`src/rtl/bus_copy_initiator.sv`:
```
// Word-granular memory-to-memory copy engine, initiator side of the request/ready bus.
// Each word is a read handshake followed by a write handshake; every wait is bounded by TIMEOUT.
//
// state  | meaning
// IDLE   | waiting for i_start
// RD     | read request high, waiting for ready
// RD_REL | request low, waiting for ready to drop
// WR     | write request high, waiting for ready
// WR_REL | request low, waiting for ready to drop, then advance
// FIN    | one-cycle done pulse
module bus_copy_initiator #(
    parameter int unsigned TIMEOUT = 1024
) (
    input  logic        i_clock,
    input  logic        i_reset_n,
    input  logic        i_start,
    input  logic        i_abort,
    input  logic [31:0] i_src,
    input  logic [31:0] i_dst,
    input  logic [31:0] i_count,
    output logic        o_busy,
    output logic        o_done,
    output logic        o_error,
    output logic [31:0] o_words,
    output logic        o_bus_request,
    output logic        o_bus_rw,
    output logic [31:0] o_bus_address,
    output logic [31:0] o_bus_wdata,
    input  logic [31:0] i_bus_rdata,
    input  logic        i_bus_ready
);

    localparam int unsigned   TW       = $clog2(TIMEOUT + 1);
    localparam logic [TW-1:0] TMO_LOAD = TW'(TIMEOUT - 1);

    typedef enum logic [2:0] {IDLE, RD, RD_REL, WR, WR_REL, FIN} state_t;

    state_t        r_state;
    state_t        w_next;
    logic [TW-1:0] r_timer;
    logic [31:0]   r_src;
    logic [31:0]   r_dst;
    logic [31:0]   r_count;
    logic [31:0]   r_words;
    logic [31:0]   r_data;
    logic [31:0]   r_bus_address;
    logic          r_bus_request;
    logic          r_bus_rw;
    logic          r_busy;
    logic          r_done;
    logic          r_error;
    logic          r_pend;
    logic          w_tmo;
    logic          w_last;
    logic          w_stop;
    logic          w_err_set;

    assign w_tmo  = (r_timer == '0);
    assign w_last = ((r_words + 32'd1) == r_count);
    assign w_stop = w_last | r_pend | i_abort;

    always_ff @(posedge i_clock or negedge i_reset_n) begin
        if (!i_reset_n) begin
            r_state <= IDLE;
        end else begin
            r_state <= w_next;
        end
    end

    // In RD a low request means the entry check (count 0 or abort at start) chose to skip the bus.
    always_comb begin
        w_next    = r_state;
        w_err_set = 1'b0;
        unique case (r_state)
            IDLE: begin
                if (i_start) w_next = RD;
            end
            RD: begin
                if (!r_bus_request) begin
                    w_next = FIN;
                end else if (i_bus_ready) begin
                    w_next = RD_REL;
                end else if (w_tmo) begin
                    w_next    = FIN;
                    w_err_set = 1'b1;
                end
            end
            RD_REL: begin
                if (!i_bus_ready) begin
                    w_next = WR;
                end else if (w_tmo) begin
                    w_next    = FIN;
                    w_err_set = 1'b1;
                end
            end
            WR: begin
                if (i_bus_ready) begin
                    w_next = WR_REL;
                end else if (w_tmo) begin
                    w_next    = FIN;
                    w_err_set = 1'b1;
                end
            end
            WR_REL: begin
                if (!i_bus_ready) begin
                    w_next = w_stop ? FIN : RD;
                end else if (w_tmo) begin
                    w_next    = FIN;
                    w_err_set = 1'b1;
                end
            end
            FIN: begin
                w_next = IDLE;
            end
            default: begin
                w_next = IDLE;
            end
        endcase
    end

    always_ff @(posedge i_clock or negedge i_reset_n) begin
        if (!i_reset_n) begin
            r_timer       <= '0;
            r_src         <= '0;
            r_dst         <= '0;
            r_count       <= '0;
            r_words       <= '0;
            r_data        <= '0;
            r_bus_address <= '0;
            r_bus_request <= 1'b0;
            r_bus_rw      <= 1'b0;
            r_busy        <= 1'b0;
            r_done        <= 1'b0;
            r_error       <= 1'b0;
            r_pend        <= 1'b0;
        end else begin
            r_busy <= (w_next != IDLE);
            r_done <= (w_next == FIN);

            if (w_next != r_state) begin
                r_timer <= TMO_LOAD;
            end else if (r_timer != '0) begin
                r_timer <= r_timer - TW'(1);
            end

            if (r_state == IDLE) begin
                r_pend <= i_start & i_abort;
            end else begin
                r_pend <= r_pend | i_abort;
            end

            if (w_err_set) r_error <= 1'b1;

            unique case (r_state)
                IDLE: begin
                    if (i_start) begin
                        r_src         <= i_src;
                        r_dst         <= i_dst;
                        r_count       <= i_count;
                        r_words       <= '0;
                        r_error       <= 1'b0;
                        r_bus_address <= i_src;
                        r_bus_rw      <= 1'b0;
                        r_bus_request <= (i_count != 32'd0) & ~i_abort;
                    end
                end
                RD: begin
                    if (r_bus_request && i_bus_ready) r_data <= i_bus_rdata;
                    if (w_next != RD) r_bus_request <= 1'b0;
                end
                RD_REL: begin
                    if (w_next == WR) begin
                        r_bus_request <= 1'b1;
                        r_bus_rw      <= 1'b1;
                        r_bus_address <= r_dst;
                    end
                end
                WR: begin
                    if (w_next != WR) r_bus_request <= 1'b0;
                end
                WR_REL: begin
                    if (!i_bus_ready) begin
                        r_src   <= r_src + 32'd4;
                        r_dst   <= r_dst + 32'd4;
                        r_words <= r_words + 32'd1;
                        if (w_next == RD) begin
                            r_bus_request <= 1'b1;
                            r_bus_rw      <= 1'b0;
                            r_bus_address <= r_src + 32'd4;
                        end
                    end
                end
                default: begin
                end
            endcase
        end
    end

    assign o_busy        = r_busy;
    assign o_done        = r_done;
    assign o_error       = r_error;
    assign o_words       = r_words;
    assign o_bus_request = r_bus_request;
    assign o_bus_rw      = r_bus_rw;
    assign o_bus_address = r_bus_address;
    assign o_bus_wdata   = r_data;

endmodule

```
`config.mk`:
```
export PLATFORM = sky130hd
export DESIGN_NAME = bus_copy_initiator
export DESIGN_NICKNAME = d
export VERILOG_FILES = /design/src/rtl/bus_copy_initiator.sv
export SDC_FILE = /design/constraint.sdc
export NUM_CORES = 1
export LEC_CHECK = 0
export CAP_MARGIN = 25
export CORE_MARGIN = 2
export CORE_UTILIZATION = 53
export DETAILED_ROUTE_END_ITERATION = 6
export PLACE_DENSITY_LB_ADDON = 0.1
export RECOVER_POWER = 25
export SYNTH_ARGS = -nofsm -noshare
export SYNTH_HDL_FRONTEND = slang
export SYNTH_SLANG_ARGS = --single-unit
export TNS_END_PERCENT = 30
```
`constraint.sdc`:
```
create_clock -name i_clock -period 4.5 [get_ports i_clock]
set_clock_uncertainty 0.15 [all_clocks]
set_input_delay 0.675 -clock i_clock [delete_from_list [all_inputs] [get_ports i_clock]]
set_output_delay 0.675 -clock i_clock [all_outputs]
set_load 0.01 [all_outputs]
```
==> run_results.csv <==
group,metric,value,unit
grt,antenna_found_initial,2,
sta,drv_slew,103,
final_layout,nets,1659,
yosys,postSynth.asyncResetShare,100,%
flow_run,maxCapViolations,1,
placement,gp_congestion,0.929,
clock_tree,clockBufferDepth,3,
sta,tns,0,ps
floorplan,pin_count,234,
worst_setup_path,crit_fanout,31,
floorplan,fp-row-count,54,
worst_setup_path,crit_chain,"ha_1 > and4_1 > nand3_1 > and4bb_2 > mux2_2 > a31oi_1 > nor3_1 > and4_1 > nor2_4 > buf_4 > mux2_2",
yosys,syn_area_per_cell,8.95,um2
run_status,status,"complete, but fails checks",
power,p_leak,6.36,nW
floorplan,die_w,154,um
drt,drc,1,
drt,wl_per_cell,19.0,um
yosys,ys_seq_elements,212,
worst_setup_path,startpoint_type,"flop",
clock_tree,post_cts_buffers,0,
grt,grt_max_degree,105,
yosys,synth-adder-area-share,0.504,%
drt,via_per_inst,6.07,
clock_tree,cts_tree,"yes",
yosys,synth.net_count,1469,
clock_tree,cts_hold_buf,0,
final_layout,mostFrequentLayoutCell,"clkdlybuf4s50_1",
worst_setup_path,cp_slowest_cell,"buf_4",
clock_tree,ctsResizeCount,0,
sta,rsz0062_at_grt,"no",
clock_tree,clock_latency,520,ps
final_layout,multiInputGateArea,6210,um2
final_layout,final_cell_mix,"clkdlybuf4s50_1, dfrtp_1, nand2_1",
placement,portBuffers,233,
drt,ant_nets,0,
worst_setup_path,r2r_start,"o_words[0]$_DFFE_PN0P_",
final_layout,final-seq-area,5310,um2
floorplan,core,22000,um2
final_layout,nFillCells,1742,
clock_tree,cts_root_buf,"clkbuf_16",
yosys,ys_types,66,
yosys,seq_area_frac_synth,44.5,%
worst_setup_path,crit_arrival,4070,ps
worst_setup_path,cpPeakStageDelay,520,ps
drt,drt_iter0_markers,896,
drt,first_pass_iters,7,
yosys,synth_edf_count,0,
min_path,hold_start,"r_dst[0]$_DFFE_PN0P_",
drt,wirelength,34.6,mm
yosys,ys_warn_count,0,
final_layout,syn2layout_area_growth,29.0,%
final_layout,layout-drive-gt1-share,10.0,%
final_layout,design_area,15400,um2
grt,grt_pass1_wl,56.0,mm
clock_tree,htree_levels,1,
worst_setup_path,path_class,"flop to flop",
sta,hold_viol,0,
yosys,synth_compound_area_share,17.6,%
floorplan,start_util,54.3,%
clock_tree,clk_pin_slew,60,ps
worst_setup_path,worstPathRequired,4750,ps
worst_setup_path,end_kind,"flop",
placement,dp_hpwl,23.5,mm
yosys,synthCells,1332,
grt,grt_pass1_vias,10700,
drt,vias,11100,
worst_setup_path,crit_buf_inv,1,
run_status,violations,"DRC, capacitance limit, slew limit",
floorplan,die_area,23700,um2
clock_tree,numCtsBuffers,24,
sta,max_freq,262,MHz
yosys,synth-xor-area-share,5.58,%
yosys,muxShareOfSynthArea,7.54,%
placement,placed_area,14500,um2
floorplan,fp.dieH,154,um
yosys,ys.flop_type,"dfrtp_1",
sta,fin_crit,3820,ps
yosys,synth-simple-area-share,20.5,%
worst_setup_path,cp-startpoint,"o_words[0]$_DFFE_PN0P_",
yosys,synth_top_family_by_area,"simple AND/OR/NAND/NOR gates",
sta,holdWs,325,ps
sta,setup-violations-final,0,
clock_tree,cts_sinks,212,
min_path,hold_path.class,"flop to flop",
power,ir_drop,392,uV
worst_setup_path,crit_family,"simple AND/OR/NAND/NOR gates",
power,power_density,657,nW/um2
sta,worst_pin_slew,2750,ps
grt,grt_usage,28.9,%
yosys,syn_area,11900,um2
sta,max_slew_margin,-83.6,%
grt,grt.overflow.total,0,
sta,fin_crit_sh,84.9,%
cells in the mapped netlist (8+ instances only):
cell      count  area share (%)
a221o_1      11            0.92
nand4_1      26             1.4
xnor2_1      44             3.2
inv_1        19            0.60
o22ai_1      24             1.3
and3_1       20             1.0
nand2_1     202             6.4
nand3_1      54             2.3
mux2_2       34             3.2
dfrtp_1     212              44
mux2_4       29             3.7
nor4_1       19             1.0
o31ai_1      18             1.1
buf_1         8            0.25
o21ai_0     119             5.0
a31oi_1      12            0.63
xor2_1       32             2.4
clkbuf_1     72             2.3
nor2_1       94             3.0
a22oi_1      27             1.7
nor3_1       26             1.1
nor2b_1       9            0.47
a21oi_1     106             4.4
logic make-up after synthesis:
| kind of cell | Yosys count |
|---|---|
| AO/OA/AOI/OAI | 352 |
| XOR/XNOR | 76 |
| adder cells (fa/ha/maj) | 5 |
| buffers and inverters | 111 |
| flip-flops | 212 |
| multiplexers | 71 |
| AND/OR/NAND/NOR | 505 |
power by group:
part / total (W) / internal, W / switching [W]
Combinational: 0.00453 / 0.00214 / 0.00238
Clock: 0.00224 / 0.00144 / 0.000807
Sequential: 0.00334 / 0.00265 / 0.000690
Total: 0.0101 / 0.00624 / 0.00388
per-layer routing:
metal | vias to the layer above | wire length (um) | GRT usage (%) | share of wire [%]
met2 | 509 | 16600 | 47.4 | 48
met4 | 0 | 976 | 9.03 | 2.8
met5 | - | 0 | 0 | 0
met1 | 5309 | 14300 | 39.0 | 41
li1 | 5161 | - | - | -
met3 | 74 | 2680 | 5.67 | 7.7
registers in the layout (all words and copies together) (netlist names):
signal         count
o_bus_address     32
o_bus_request      1
o_bus_rw           1
o_bus_wdata       32
o_busy             1
o_done             1
o_error            1
o_words           32
r_count           32
r_dst             32
r_pend             1
r_src             32
r_state            3
r_timer           11
worst reg2reg max path: stages, from the launching register on:
cell and delay (ps):
dfrtp_1 480, ha_1 300, and4_1 360, nand3_1 130, and4bb_2 370, mux2_2 340, a31oi_1 180, nor3_1 100
and4_1 250, nor2_4 100, buf_4 520, mux2_2 430
worst paths after layout:
path,end,slack [ps],depth (start not counted)
setup reg to reg,o_bus_address[18]$_DFFE_PN0P_,680,11
min in group asynchronous,o_bus_address[6]$_DFFE_PN0P_,870,1
hold reg to reg,r_dst[0]$_DFFE_PN0P_,330,2
setup / recovery,o_bus_address[18]$_DFFE_PN0P_,680,11
max in group asynchronous,o_bus_wdata[26]$_DFFE_PN0P_,1710,1
hold / removal,r_dst[0]$_DFFE_PN0P_,330,2
per-stage QoR:
step / utilization (%) / instances / setup slack (ps) / power [W]
after global placement: 65.9 / 1775 / 797 / 0.00769
final: 70.1 / 1822 / 681 / 0.0101
after floorplan: - / 1332 / 1140 / 0.00615
after global routing: 70.1 / 1820 / 434 / 0.0108
after detailed placement: 65.9 / 1775 / 737 / 0.00782
after CTS: 70.0 / 1819 / 725 / 0.0101
cell type report:
cell class	count	area share (%)
Sequential cell	212	34.5
Inverter	20	0.488
Antenna cell	2	0.0325
Clock buffer	34	4.61
Tap cell	280	2.28
Timing Repair Buffer	255	16.4
Multi-Input combinational cell	1009	40.4
Clock inverter	10	1.30
Power figures use the tool's default switching activity.
